<file path="src/rtl/lcd_init_ctrl.sv">
// ---------------------------------------------------------------------------
// lcd_init_ctrl
//
// Power-on initialisation sequencer for an 8080-style parallel LCD panel.
// After a start pulse it pulses the panel hardware reset and waits for the
// panel to come up. It then streams every word of an external init ROM
// (addresses 0..LAST_ADDR) onto the 8080 bus as one write strobe per word.
// A long pause is inserted after the sleep-out command. Chip select stays
// asserted after the last command (memory write) so the pixel path can take
// over the bus directly.
//
// Ports
//   clk        in   1  single clock, all logic on posedge
//   rst_n      in   1  synchronous active-low reset
//   start      in   1  single-cycle launch pulse (honoured only in IDLE/DONE)
//   rom_addr   out  7  init ROM address
//   rom_data   in   9  {DCX, DATA}, valid one cycle after rom_addr
//   lcd_rst_n  out  1  panel hardware reset, active-low
//   lcd_cs_n   out  1  panel chip select, active-low
//   lcd_dcx    out  1  0 = command, 1 = parameter
//   lcd_wr_n   out  1  write strobe, panel latches on the rising edge
//   lcd_db     out  8  data bus
//   busy       out  1  sequence in progress
//   done       out  1  sequence complete, held until next start or reset
// ---------------------------------------------------------------------------
module lcd_init_ctrl #(
    parameter logic [15:0] RST_LOW_CYC     = 16'd1000,
    parameter logic [23:0] RST_WAIT_CYC    = 24'd6000000,
    parameter logic [23:0] SLPOUT_WAIT_CYC = 24'd6000000,
    parameter logic [6:0]  SLPOUT_ADDR     = 7'd89,
    parameter logic [6:0]  LAST_ADDR       = 7'd103,
    parameter logic [3:0]  WR_LOW_CYC      = 4'd2,
    parameter logic [3:0]  WR_HIGH_CYC     = 4'd2
) (
    input  logic       clk,
    input  logic       rst_n,
    input  logic       start,
    output logic [6:0] rom_addr,
    input  logic [8:0] rom_data,
    output logic       lcd_rst_n,
    output logic       lcd_cs_n,
    output logic       lcd_dcx,
    output logic       lcd_wr_n,
    output logic [7:0] lcd_db,
    output logic       busy,
    output logic       done
);

    // One counter is shared by every timed state; it is as wide as the
    // widest delay parameter.
    localparam int CW = 24;

    // Terminal count of each timed state. A zero parameter behaves as 1 cycle,
    // so the terminal count never underflows.
    localparam logic [CW-1:0] RST_LOW_END =
        (RST_LOW_CYC == 16'd0) ? '0 : CW'(RST_LOW_CYC) - CW'(1);
    localparam logic [CW-1:0] RST_WAIT_END =
        (RST_WAIT_CYC == 24'd0) ? '0 : RST_WAIT_CYC - CW'(1);
    localparam logic [CW-1:0] SLPOUT_END =
        (SLPOUT_WAIT_CYC == 24'd0) ? '0 : SLPOUT_WAIT_CYC - CW'(1);
    localparam logic [CW-1:0] WR_LO_END =
        (WR_LOW_CYC == 4'd0) ? '0 : CW'(WR_LOW_CYC) - CW'(1);
    localparam logic [CW-1:0] WR_HI_END =
        (WR_HIGH_CYC == 4'd0) ? '0 : CW'(WR_HIGH_CYC) - CW'(1);

    typedef enum logic [3:0] {
        IDLE,
        RST_LOW,
        RST_WAIT,
        FETCH,
        LATCH,
        WR_LO,
        WR_HI,
        DELAY,
        DONE
    } state_t;

    state_t          state;
    logic [CW-1:0]   cnt;

    // NOTE: every register here is state, so each is assigned with <= only;
    // mixing blocking assignments into a clocked block creates order-dependent
    // simulation that need not match the synthesised flops.
    always_ff @(posedge clk) begin
        if (!rst_n) begin
            // Synchronous reset aborts any state immediately, including a
            // write in progress: wr_n returns high with cs_n released, so the
            // aborted word is never a valid panel write.
            state     <= IDLE;
            cnt       <= '0;
            rom_addr  <= '0;
            lcd_rst_n <= 1'b1;
            lcd_cs_n  <= 1'b1;
            lcd_dcx   <= 1'b1;
            lcd_wr_n  <= 1'b1;
            lcd_db    <= '0;
            busy      <= 1'b0;
            done      <= 1'b0;
        end else begin
            unique case (state)
                IDLE, DONE: begin
                    if (start) begin
                        state     <= RST_LOW;
                        cnt       <= '0;
                        rom_addr  <= '0;
                        lcd_rst_n <= 1'b0;
                        lcd_cs_n  <= 1'b1;
                        lcd_wr_n  <= 1'b1;
                        busy      <= 1'b1;
                        done      <= 1'b0;
                    end
                end

                RST_LOW: begin
                    if (cnt == RST_LOW_END) begin
                        state     <= RST_WAIT;
                        cnt       <= '0;
                        lcd_rst_n <= 1'b1;
                    end else begin
                        cnt <= cnt + CW'(1);
                    end
                end

                RST_WAIT: begin
                    if (cnt == RST_WAIT_END) begin
                        state    <= FETCH;
                        cnt      <= '0;
                        lcd_cs_n <= 1'b0;
                    end else begin
                        cnt <= cnt + CW'(1);
                    end
                end

                // rom_addr is already stable here; the ROM registers the word
                // at the end of this cycle.
                FETCH: begin
                    state <= LATCH;
                    cnt   <= '0;
                end

                // Bus data and the falling strobe launch together, so data is
                // stable for the whole low and high phases.
                LATCH: begin
                    state    <= WR_LO;
                    cnt      <= '0;
                    lcd_dcx  <= rom_data[8];
                    lcd_db   <= rom_data[7:0];
                    lcd_wr_n <= 1'b0;
                end

                WR_LO: begin
                    if (cnt == WR_LO_END) begin
                        state    <= WR_HI;
                        cnt      <= '0;
                        lcd_wr_n <= 1'b1;
                    end else begin
                        cnt <= cnt + CW'(1);
                    end
                end

                WR_HI: begin
                    if (cnt == WR_HI_END) begin
                        cnt <= '0;
                        if (rom_addr == SLPOUT_ADDR) begin
                            state <= DELAY;
                        end else if (rom_addr == LAST_ADDR) begin
                            state <= DONE;
                            busy  <= 1'b0;
                            done  <= 1'b1;
                        end else begin
                            state    <= FETCH;
                            rom_addr <= rom_addr + 7'd1;
                        end
                    end else begin
                        cnt <= cnt + CW'(1);
                    end
                end

                // Only reached from the sleep-out word; if that word is also
                // the last one the sequence ends here instead of fetching.
                DELAY: begin
                    if (cnt == SLPOUT_END) begin
                        cnt <= '0;
                        if (rom_addr == LAST_ADDR) begin
                            state <= DONE;
                            busy  <= 1'b0;
                            done  <= 1'b1;
                        end else begin
                            state    <= FETCH;
                            rom_addr <= rom_addr + 7'd1;
                        end
                    end else begin
                        cnt <= cnt + CW'(1);
                    end
                end

                default: begin
                    state <= IDLE;
                    cnt   <= '0;
                end
            endcase
        end
    end

endmodule

</file>
<file path="config.mk">
export PLATFORM = sky130hd
export DESIGN_NAME = lcd_init_ctrl
export DESIGN_NICKNAME = d
export VERILOG_FILES = /design/src/rtl/lcd_init_ctrl.sv
export SDC_FILE = /design/constraint.sdc
export NUM_CORES = 1
export LEC_CHECK = 0
export BUFFER_PORTS_ARGS = -buffer_cell sky130_fd_sc_hd__buf_2
export CORE_ASPECT_RATIO = 0.7
export CORE_MARGIN = 2
export CORE_UTILIZATION = 50
export DETAILED_ROUTE_END_ITERATION = 6
export GPL_TIMING_DRIVEN = 0
export PLACE_DENSITY = 0.76
export SLEW_MARGIN = 30
export SYNTH_ARGS = -nofsm -noshare
export SYNTH_HDL_FRONTEND = slang
export SYNTH_SLANG_ARGS = --single-unit
</file>
<file path="constraint.sdc">
create_clock -name clk -period 4.49 [get_ports clk]
set_clock_uncertainty 0.1 [all_clocks]
set_input_delay 0.2245 -clock clk [delete_from_list [all_inputs] [get_ports clk]]
set_output_delay 0.2245 -clock clk [all_outputs]
set_load 0.05 [all_outputs]
</file>
# Word-level counts from Yosys, hierarchy flattened
# Cells that the tools add are included.
[word_totals]
reg_bits = 49
latchBits = 0
mem_bits_rw = 0
rom_bits = 0
output_inout_bits = 21
wordCells = 83
n_memories = 0
[op_classes]
add_sub_neg = 2
multipliers = 0
n_div = 0
order_cmp = 0
eq_ne = 20
shift = 0
mux = 38
bitwise_logic = 0
n_reduce_logical = 13
[op_table]
columns = ["cell", "count"]
rows = [
  ["2-to-1 mux 24 bit", 4],
  ["case mux 24 bit (4 select lines)", 1],
  ["2-to-1 mux 7 bit", 5],
  ["2-to-1 mux 4 bit", 8],
  ["case mux 4 bit (8 select lines)", 1],
  ["adder 24 x 1 -> 24 bit, second input constant", 1],
  ["== test 24 x 1 -> 1 bit, second input constant", 1],
  ["== test 24 x 10 -> 1 bit, second input constant", 1],
  ["== test 24 x 23 -> 1 bit, second input constant", 1],
  ["case mux 7 bit (3 select lines)", 1],
  ["== test 4 x 3 -> 1 bit, second input constant", 4],
  ["== test 7 bit, second input constant", 2],
  ["!= test 2 bit, second input constant", 7],
  ["2-to-1 mux 1 bit", 13],
  ["case mux 1 bit (3 select lines)", 3],
  ["AND reduction 3 bit", 3],
  ["== test 4 x 2 -> 1 bit, second input constant", 2],
  ["adder 7 x 1 -> 7 bit, second input constant", 1],
  ["AND reduction 6 bit", 1],
  ["nonzero test 3 bit", 2],
  ["OR reduction 2 bit", 3],
  ["AND reduction 5 bit", 1],
  ["== test 4 x 1 -> 1 bit, second input constant", 1],
  ["== test 4 bit, second input constant", 1],
  ["3 further kinds", 5],
]

# Logic depth before layout (Yosys ltp)
# Gate-level depths: netlist of the first run.
[depth]
word_depth = 5
depth_mapped = 9

# Worst setup path before layout of the first run
# Ideal clock, no wire load.
[synth_timing]
path_type = "register to register"
start = "reg rom_addr[0]"
end = "reg rom_addr[1]"
setup_time_ps = 132
arrival_ps = 2248
path_slack_ps = 2010
stages_incl_launch_ff = 8
path_buffers = 0
period_less_slack_ps = 2480
path_cell_list = "dfxtp_1 ha_1 nand3_1 nor4b_1 nor2_1 nor2_1 or4_1 a21oi_1"
[synth_between]
elab_chain_len = 5
[synth_lines]
columns = ["element", "line_no", "rtl"]
rows = [
  ["start: declaration", "38", "output logic [6:0] rom_addr,"],
  ["start signal: assignment", "172", "rom_addr <= rom_addr + 7'd1;"],
  ["start signal: assignment", "190", "rom_addr <= rom_addr + 7'd1;"],
  ["adder 7 x 1 -> 7 bit or == test 7 bit (tied branches)", "n/a", ""],
  ["2-to-1 mux 7 bit", "166, 184", ""],
  ["2-to-1 mux 7 bit", "164", "if (rom_addr == SLPOUT_ADDR) begin"],
  ["2-to-1 mux 7 bit", "162", "if (cnt == WR_HI_END) begin"],
  ["case mux 7 bit (3 select lines)", "100", "unique case (state)"],
]
# Several ways; a longest one is shown, not always the timed one. The select of a mux whose other input is x is not followed.
# A chain may end at the register's enable or synchronous reset.

# Worst setup path after layout of the first run
[layout_timing]
start = "reg cnt[13]"
end = "reg cnt[19]"
[layout_between]
elab_chain_len = 3
[layout_lines]
columns = ["element", "line_no", "rtl"]
rows = [
  ["start: declaration", "79", "logic [CW-1:0] cnt;"],
  ["start signal: assignment", "120", "cnt <= cnt + CW'(1);"],
  ["start signal: assignment", "130", "cnt <= cnt + CW'(1);"],
  ["start signal: assignment", "157", "cnt <= cnt + CW'(1);"],
  ["adder 24 x 1 -> 24 bit, or another cell as far along", "n/a", ""],
  ["2-to-1 mux 24 bit, on equally long branches", "n/a", ""],
  ["case mux 24 bit (4 select lines) *", "100", ""],
]
# Mark *: on every way between the ends. The rest lies on a longest branch, timed or not.

==> results.py, run 1 <==
metrics = {
    "detailed_routing": {
        "vias": 2837,
        "routed_via_density": 6.05,
        "dr.pass1.iters": 5,
        "wl_mm": 7.16,
        "wl_per_cell_um": 15.3,
        "ant_nets": 0,
        "dr.first_iter.drc_count": 361,
        "drc": 0,
    },
    "cts": {
        "clkSinkCount": 49,
        "post_cts_buffers": 0,
        "clkSlewWorstSetupHoldPaths_ps": 90,
        "clock-root-buffer": "clkbuf_8",
        "hold_buffers": 0,
        "cts_made_buffers": 5,
        "clkLatencyLatePin_ps": 310,
        "clk_path_buf_depth": 2,
        "postCtsResizedCells": 0,
        "cts_tree": "built",
        "htreeDepth": 2,
    },
    "timing": {
        "slew_viol_final": 0,
        "period_share_pct": 66.3,
        "fmax_ghz": 0.336,
        "worstMarginPinSlew_ps": 903,
        "rsz0062_at_grt": "no",
        "max_slew_margin_pct": 39.0,
        "finalHoldViolCount": 0,
        "setup_viol": 0,
        "tns_ps": 0,
        "period_minus_slack_ps": 2980,
    },
    "yosys": {
        "synth_seq_cells": 49,
        "async_flop_share_pct": 0,
        "synth_seq_area_share_pct": 36.1,
        "synth_edf_count": 0,
        "synth_warnings": 0,
        "synth_ff_type": "dfxtp_1",
        "netlist.area_leader.share_pct": 36.1,
        "synth_area_leader_cell": "dfxtp_1",
        "syn_inst": 357,
        "synth_area_um2": 2720,
        "yosys-top-cells-area": "dfxtp_1, nand2_1, nor2_1",
        "synth.distinct_cells": 49,
        "synth_nets": 373,
        "avgSynthCellArea_um2": 7.62,
    },
    "die": {
        "initial_core_util_pct": 52.0,
        "die_area_um2": 6060,
        "rows": 22,
        "pin_count": 33,
        "fp.dieW_um": 92.2,
        "fp.dieH_um": 65.7,
        "core_region_area_um2": 5230,
    },
    "global_routing": {
        "grt_antenna_before_repair": 0,
        "overflow": 0,
        "grt_pass1_vias": 2378,
        "grt_pass1_wl_mm": 11.7,
        "grtUsageTotal_pct": 24.4,
        "grt_max_degree": 14,
    },
    "power": {
        "powerDensity_nw_per_um2": 380,
        "leakage_nw": 1.06,
        "irDropWorstVdd_mv": 0.186,
    },
    "setup_path": {
        "worstPathCellList": "nor4_1, nand2_1, nor4_1, o22ai_1, o21ai_1, o21ai_0",
        "cpMostUsedCell": "nor4_1",
        "cp_max_fo": 9,
        "worstPathArrival_ps": 3050,
        "crit_required_ps": 4560,
        "crit_slowest_cell": "o21ai_1",
        "crit_type": "flop to flop",
        "crit_path_end_kind": "flop",
        "crit_buf_inv": 0,
        "path_delay_family": "compound AO/OA/AOI/OAI gates",
        "start_kind": "flop",
        "max_stage_delay_ps": 670,
    },
    "status": {
        "status": "complete, no violations",
    },
    "finish": {
        "final_cell_mix": "nand2_1, dfxtp_1, nor2_1, buf_2, nand3_1",
        "layout-drive-gt1-share_pct": 12.1,
        "fillCellCount": 511,
        "final_common_cell": "nand2_1",
        "syn_to_final_growth_pct": 12.8,
        "layout.nets": 413,
        "postLayoutCoreUtil_pct": 58.7,
        "n_antenna_cell": 0,
    },
    "run": {
        "cap_viol_max_count": 0,
    },
    "place": {
        "io_buffers": 32,
        "gp_congestion": 0.953,
        "hpwl_mm": 5.30,
    },
    "min_path": {
        "min_path_type": "input pin to flop",
    },
}
[stage by stage]
step | setup slack (ps) | power (mW) | instance area (um2) | hold WS (ps) | std cells
2_1_floorplan | 2010 | 0.778 | 2720 | 248 | 357
3_3_place_gp | 1560 | 0.881 | 2970 | 336 | 461
3_5_place_dp | 1560 | 0.893 | 2980 | 345 | 462
4_1_cts | 1560 | 1.16 | 3070 | 46.3 | 469
5_1_grt | 1330 | 1.23 | 3070 | 51.2 | 469
6_report | 1510 | 1.17 | 3070 | 45.4 | 469
[path summary, 6_finish.rpt]
check / slack (ps) / depth (start not counted) / endpoint / start
hold reg to reg: 360 / 2 / lcd_db[6]$_SDFFE_PN0N_ / lcd_db[6]$_SDFFE_PN0N_
setup reg to reg: 1510 / 6 / cnt[19]$_SDFFE_PN0P_ / cnt[13]$_SDFFE_PN0P_
hold / removal: 50 / 3 / lcd_dcx$_SDFFE_PN1N_ / rom_data[8]
setup / recovery: 1510 / 6 / cnt[19]$_SDFFE_PN0P_ / cnt[13]$_SDFFE_PN0P_
[layout make-up]
class	instances	area, um2	share of cell area (%)
repair buffers	33	165	5.38
flip-flops and latches	49	981	32.0
clock buffers	7	86.3	2.81
inverters	7	26.3	0.856
plain buffers	25	104	3.39
multi-input cells	276	1620	52.7
well taps	72	90.1	2.94
[power by group]
part / total (mW) / internal, mW / switching [mW]
registers: 0.473 / 0.456 / 0.0176
clock network: 0.267 / 0.123 / 0.144
logic: 0.426 / 0.118 / 0.308
[per-layer routing]
metal | share of wire, % | vias to the layer above | global-route usage (%)
li1 | - | 1377 | -
met1 | 48 | 1326 | 37.2
met2 | 40 | 126 | 34.4
met3 | 11 | 8 | 4.93
met4 | 1.1 | 0 | 6.72
met5 | 0 | - | 0
[state kept, by name, summed over array words and instances (netlist names)]
signal	flops
lcd_dcx	1
busy	1
state	4
cnt	24
rom_addr	7
done	1
lcd_db	8
lcd_wr_n	1
lcd_cs_n	1
lcd_rst_n	1
[synth_stat cells (2+ instances only)]
library cell   n
a211oi_1       2
a21oi_1       17
a41oi_1        4
and2_1         6
and3_1         3
and4_1         5
buf_2          2
clkbuf_1      22
dfxtp_1       49
ha_1           4
inv_1          7
mux2i_1        5
nand2_1       57
nand2b_1       2
nand3_1       24
nand4_1        9
nor2_1        35
nor3_1        12
nor4_1         9
o211ai_1       4
o21ai_0       17
o21ai_1        4
o22ai_1        2
o311ai_0       3
o311ai_1       5
o31ai_1        9
o41ai_1        3
or4_1          4
xnor2_1        4
xor2_1         9
[worst register-to-register path: cells and delay by family (launching register included)]
family,cells,cell delay [ps]
simple gates,3,1130
compound gates,3,1220
flops,1,380
[cells by family after synthesis]
kind of cell	synth area share, %
flip-flops	36.1
AO/OA/AOI/OAI	19.4
AND/OR/NAND/NOR	31.9
XOR/XNOR	4.19
buffers and inverters	4.78
multiplexers	1.84
adder cells (fa/ha/maj)	1.84
(Power assumes the default switching activity.)
==> inputs of run 2 (changes only) <==
--- a/config.mk
+++ b/config.mk
@@ -11,7 +11,7 @@
 export CORE_UTILIZATION = 50
 export DETAILED_ROUTE_END_ITERATION = 6
 export GPL_TIMING_DRIVEN = 0
-export PLACE_DENSITY = 0.76
+export PLACE_DENSITY = 0.79
 export SLEW_MARGIN = 30
 export SYNTH_ARGS = -nofsm -noshare
 export SYNTH_HDL_FRONTEND = slang
==> constraint.sdc (replaced) <==
create_clock -name clk -period 2.64 [get_ports clk]
set_clock_uncertainty 0.1 [all_clocks]
set_input_delay 0.132 -clock clk [delete_from_list [all_inputs] [get_ports clk]]
set_output_delay 0.132 -clock clk [all_outputs]
set_load 0.05 [all_outputs]
==> run 2 against run 1 <==
  * Die area unchanged
  * Fmax increased by 17%
  * Final cell count is 2.1% higher
  * Sequential power increased by 70%
  * First-iteration DRC count up 8.3%
  * Routed wire length is 4.9% higher
  * Via count increased by 4.1%
  * Cell area grew 6.0%
  * Core utilization is 3.5 points higher
  * Worst setup slack worse by 1400 ps
  * Clock power increased by 69%
  * Critical path type unchanged
==> results.py, run 2 (synthesis results as in run 1) <==
metrics = {
    "status": {
        "status": "complete, no violations",
    },
    "die": {
        "fp.dieH_um": 65.7,
        "rows": 22,
        "pin_count": 33,
        "die_area_um2": 6060,
        "core_region_area_um2": 5230,
        "initial_core_util_pct": 52.0,
        "fp.dieW_um": 92.2,
    },
    "finish": {
        "syn_to_final_growth_pct": 19.5,
        "top_regs": "cnt: 24 flops, lcd_db: 8 flops, rom_addr: 7 flops",
        "n_antenna_cell": 0,
        "fillCellCount": 457,
        "fin_cells": 479,
        "postLayoutCoreUtil_pct": 62.2,
        "final_cell_mix": "nand2_1, dfxtp_1, nor2_1, buf_2, nand3_1",
        "finalInstanceArea_um2": 3250,
        "layout-drive-gt1-share_pct": 16.2,
        "layout.nets": 422,
        "largest_reg_flops": 24,
        "final_common_cell": "nand2_1",
        "regMostFlops": "cnt",
    },
    "cts": {
        "clkLatencyLatePin_ps": 300,
        "cts_made_buffers": 5,
        "htreeDepth": 2,
        "clkSlewWorstSetupHoldPaths_ps": 100,
        "clk_path_buf_depth": 2,
        "clkSinkCount": 49,
        "clock-root-buffer": "clkbuf_8",
        "cts_tree": "built",
    },
    "timing": {
        "period_minus_slack_ps": 2550,
        "tns_ps": 0,
        "whs_ps": 116,
        "slew_viol_final": 0,
        "finalHoldViolCount": 0,
        "setup_viol": 0,
        "period_share_pct": 96.8,
        "max_slew_margin_pct": 55.0,
        "worst_slack_ps": 85.1,
        "fmax_ghz": 0.391,
        "worstMarginPinSlew_ps": 673,
    },
    "detailed_routing": {
        "wl_mm": 7.51,
        "vias": 2952,
        "drc": 0,
        "ant_nets": 0,
        "dr.pass1.iters": 5,
        "dr.first_iter.drc_count": 391,
        "routed_via_density": 6.16,
        "wl_per_cell_um": 15.7,
    },
    "place": {
        "dp_slack_ps": -276,
        "dp.cells": 462,
        "io_buffers": 32,
        "hpwl_mm": 5.31,
        "gp_congestion": 0.966,
        "placed_area_um2": 2980,
    },
    "setup_path": {
        "worstPathArrival_ps": 2670,
        "cp_max_fo": 7,
        "crit_required_ps": 2760,
        "crit_path_end_kind": "flop",
        "start_kind": "flop",
        "crit_type": "flop to flop",
    },
    "power": {
        "powerDensity_nw_per_um2": 621,
        "leakage_nw": 1.13,
        "irDropWorstVdd_mv": 0.424,
        "power_mw": 2.02,
    },
    "global_routing": {
        "use_met3_pct": 5.96,
        "busiest_layer": "met1",
        "overflow": 0,
        "grt_pass1_vias": 2469,
        "grtUsageTotal_pct": 24.3,
        "grt_antenna_before_repair": 0,
        "grt_max_degree": 16,
        "met2_usage_pct": 35.7,
        "grt_pass1_wl_mm": 11.8,
        "grt_use_met1_pct": 36.1,
    },
    "min_path": {
        "min_path_type": "input pin to flop",
    },
    "run": {
        "cap_viol_max_count": 0,
    },
}
==> run 2: cell types whose count changed in the layout (fill, tap and decap cells not counted), sizes merged <==
cell         delta
buf             +3
clkbuf          -5
clkinv          +2
clkinvlp        +1
dlygate4sd3     +9
==> run 2: cell type report <==
class / count / area (um2) / area share (%)
tap: 72 / 90.1 / 2.77
inverter: 7 / 26.3 / 0.808
sequential: 49 / 983 / 30.2
clock buffer: 5 / 68.8 / 2.12
buffer: 22 / 100 / 3.08
timing repair buffer: 45 / 278 / 8.54
clock inverter: 3 / 17.5 / 0.539
multi-input combinational: 276 / 1690 / 51.9
==> run 2: final timing paths <==
path,startpoint,to,slack [ps],cells past startpoint
max,cnt[17]$_SDFFE_PN0P_,state[1]$_SDFFE_PN0P_,90,7
min,rst_n,lcd_db[3]$_SDFFE_PN0N_,120,3
max reg2reg,cnt[17]$_SDFFE_PN0P_,state[1]$_SDFFE_PN0P_,90,7
min reg2reg,lcd_db[6]$_SDFFE_PN0N_,lcd_db[6]$_SDFFE_PN0N_,360,2
==> run 2: per-layer routing <==
| layer | part of all wire, % | up-vias |
|---|---|---|
| li1 | - | 1399 |
| met5 | 0 | - |
| met4 | 1.3 | 0 |
| met1 | 46 | 1373 |
| met3 | 10 | 14 |
| met2 | 43 | 166 |
==> run 2: repair_timing <==
item	CTS	global route
setup buffers	0	3
setup endpoints to repair	23	29
hold buffers	9	0
resized for setup	5	15
hold endpoints to repair	9	0
pin swaps	0	3
==> run 2: report_power, final <==
group	total (mW)	internal, mW	switching [mW]
Combinational	0.765	0.226	0.538
Sequential	0.804	0.775	0.0287
Clock	0.451	0.184	0.267
==> run 2: worst max-delay path: stages, from the launching register on <==
cell     delay [ps]
dfxtp_1         500
nand4_1         140
or4_4           560
nor4_4          210
buf_4           190
o21ai_1         140
or4_1           550
o31ai_1          80
==> inputs of run 3 (changes only) <==
--- a/config.mk
+++ b/config.mk
@@ -12,6 +12,7 @@
 export DETAILED_ROUTE_END_ITERATION = 6
 export GPL_TIMING_DRIVEN = 0
 export PLACE_DENSITY = 0.79
+export RECOVER_POWER = 50
 export SLEW_MARGIN = 30
 export SYNTH_ARGS = -nofsm -noshare
 export SYNTH_HDL_FRONTEND = slang
==> run 3 against run 2 <==
  * Combinational power about the same
  * Worst setup slack worse by 21 ps
  * Hold slack worse by 1.3 ps
  * Critical path type unchanged
  * Largest power group unchanged
==> results.py, run 3 (synthesis results as in run 1) <==
metrics = {
    "status": {
        "status": "complete, no violations",
    },
    "timing": {
        "period_share_pct": 97.6,
        "finalHoldViolCount": 0,
        "slew_viol_final": 0,
        "whs_ps": 115,
        "max_slew_margin_pct": 53.8,
        "setup_viol": 0,
        "worst_slack_ps": 63.7,
        "tns_ps": 0,
        "period_minus_slack_ps": 2580,
        "worstMarginPinSlew_ps": 690,
        "fmax_ghz": 0.388,
    },
    "run": {
        "cap_viol_max_count": 0,
    },
    "global_routing": {
        "grt_antenna_before_repair": 0,
        "overflow": 0,
        "grt_pass1_vias": 2469,
        "grt_max_degree": 16,
        "grt_pass1_wl_mm": 11.8,
        "grtUsageTotal_pct": 24.3,
    },
    "place": {
        "io_buffers": 32,
        "hpwl_mm": 5.31,
        "dp_slack_ps": -276,
        "placed_area_um2": 2980,
        "dp.cells": 462,
        "gp_congestion": 0.966,
    },
    "finish": {
        "regMostFlops": "cnt",
        "final_cell_mix": "nand2_1, dfxtp_1, clkbuf_1",
        "postLayoutCoreUtil_pct": 61.7,
        "largest_reg_flops": 24,
        "top_regs": "cnt: 24 flops, lcd_db: 8 flops, rom_addr: 7 flops",
        "layout.nets": 422,
        "layout-drive-gt1-share_pct": 11.1,
        "final_common_cell": "nand2_1",
        "fin_cells": 479,
        "finalInstanceArea_um2": 3230,
        "syn_to_final_growth_pct": 18.6,
        "n_antenna_cell": 0,
    },
    "die": {
        "fp.dieW_um": 92.2,
        "core_region_area_um2": 5230,
        "fp.dieH_um": 65.7,
        "rows": 22,
        "pin_count": 33,
        "initial_core_util_pct": 52.0,
        "die_area_um2": 6060,
    },
    "detailed_routing": {
        "wl_per_cell_um": 15.7,
        "wl_mm": 7.52,
        "vias": 2948,
        "routed_via_density": 6.15,
        "drc": 0,
        "dr.first_iter.drc_count": 359,
        "dr.pass1.iters": 5,
        "ant_nets": 0,
    },
    "setup_path": {
        "crit_slowest_cell": "or4_4",
        "crit_buf_inv": 1,
        "cp_max_fo": 7,
        "path_delay_family": "simple AND/OR/NAND/NOR gates",
        "worstPathCellList": "nand4_1, or4_4, nor4_4, buf_4, o21ai_1, or4_1, o31ai_1",
        "max_stage_delay_ps": 560,
        "worstPathArrival_ps": 2690,
        "crit_type": "flop to flop",
        "crit_path_end_kind": "flop",
        "crit_required_ps": 2760,
        "start_kind": "flop",
    },
    "cts": {
        "htreeDepth": 2,
        "cts_tree": "built",
        "cts_made_buffers": 5,
        "clock-root-buffer": "clkbuf_8",
        "clkSlewWorstSetupHoldPaths_ps": 100,
        "clk_path_buf_depth": 2,
        "clkLatencyLatePin_ps": 300,
        "clkSinkCount": 49,
    },
    "power": {
        "leakage_nw": 1.05,
        "powerDensity_nw_per_um2": 626,
        "power_mw": 2.02,
        "irDropWorstVdd_mv": 0.429,
    },
    "min_path": {
        "min_path_type": "input pin to flop",
    },
}
run 3: changes by cell type in the layout (fill, tap and decap cells not counted), sizes merged:
cell / change
buf: -21
clkbuf: +21
run 3: layout make-up:
cell class,instances,area [um2]
clock inverters,3,17.5
fillers,468,2000
clock buffers,5,68.8
repair buffers,45,251
multi-input cells,276,1690
plain buffers,22,100
well taps,72,90.1
inverters,7,26.3
flip-flops and latches,49,983
run 3: final timing paths:
check                                            start                     end  slack [ps]  depth (start not counted)
worst max-delay path              cnt[17]$_SDFFE_PN0P_   state[1]$_SDFFE_PN0P_          60                          7
worst min-delay path                             rst_n  lcd_db[3]$_SDFFE_PN0N_         110                          3
worst max register to register    cnt[17]$_SDFFE_PN0P_   state[1]$_SDFFE_PN0P_          60                          7
worst min register to register  lcd_db[6]$_SDFFE_PN0N_  lcd_db[6]$_SDFFE_PN0N_         360                          2
run 3: per-layer routing:
metal  routed length (um)  global-route usage, %  part of all wire [%]  vias up
met1                 3470                   36.1                    46     1377
met4                   53                   4.66                  0.70        0
met5                    0                      0                     0        -
met2                 3240                   35.7                    43      161
met3                  760                   5.96                    10        6
li1                     -                      -                     -     1404
run 3: worst min-delay path, stage by stage:
cell and delay, ps:
buf_2 90, inv_1 120, a21oi_1 140
run 3: power by group:
part / internal, mW / switching, mW
sequential: 0.775 / 0.0290
combinational: 0.223 / 0.542
clock: 0.184 / 0.266
total: 1.18 / 0.837
run 3: repair_timing:
item	CTS	global route
pin swaps	0	3
hold endpoints to repair	9	0
buffers inserted	0	3
endpoints found under the setup margin	23	29
gates resized for setup	5	15
hold buffers	9	0
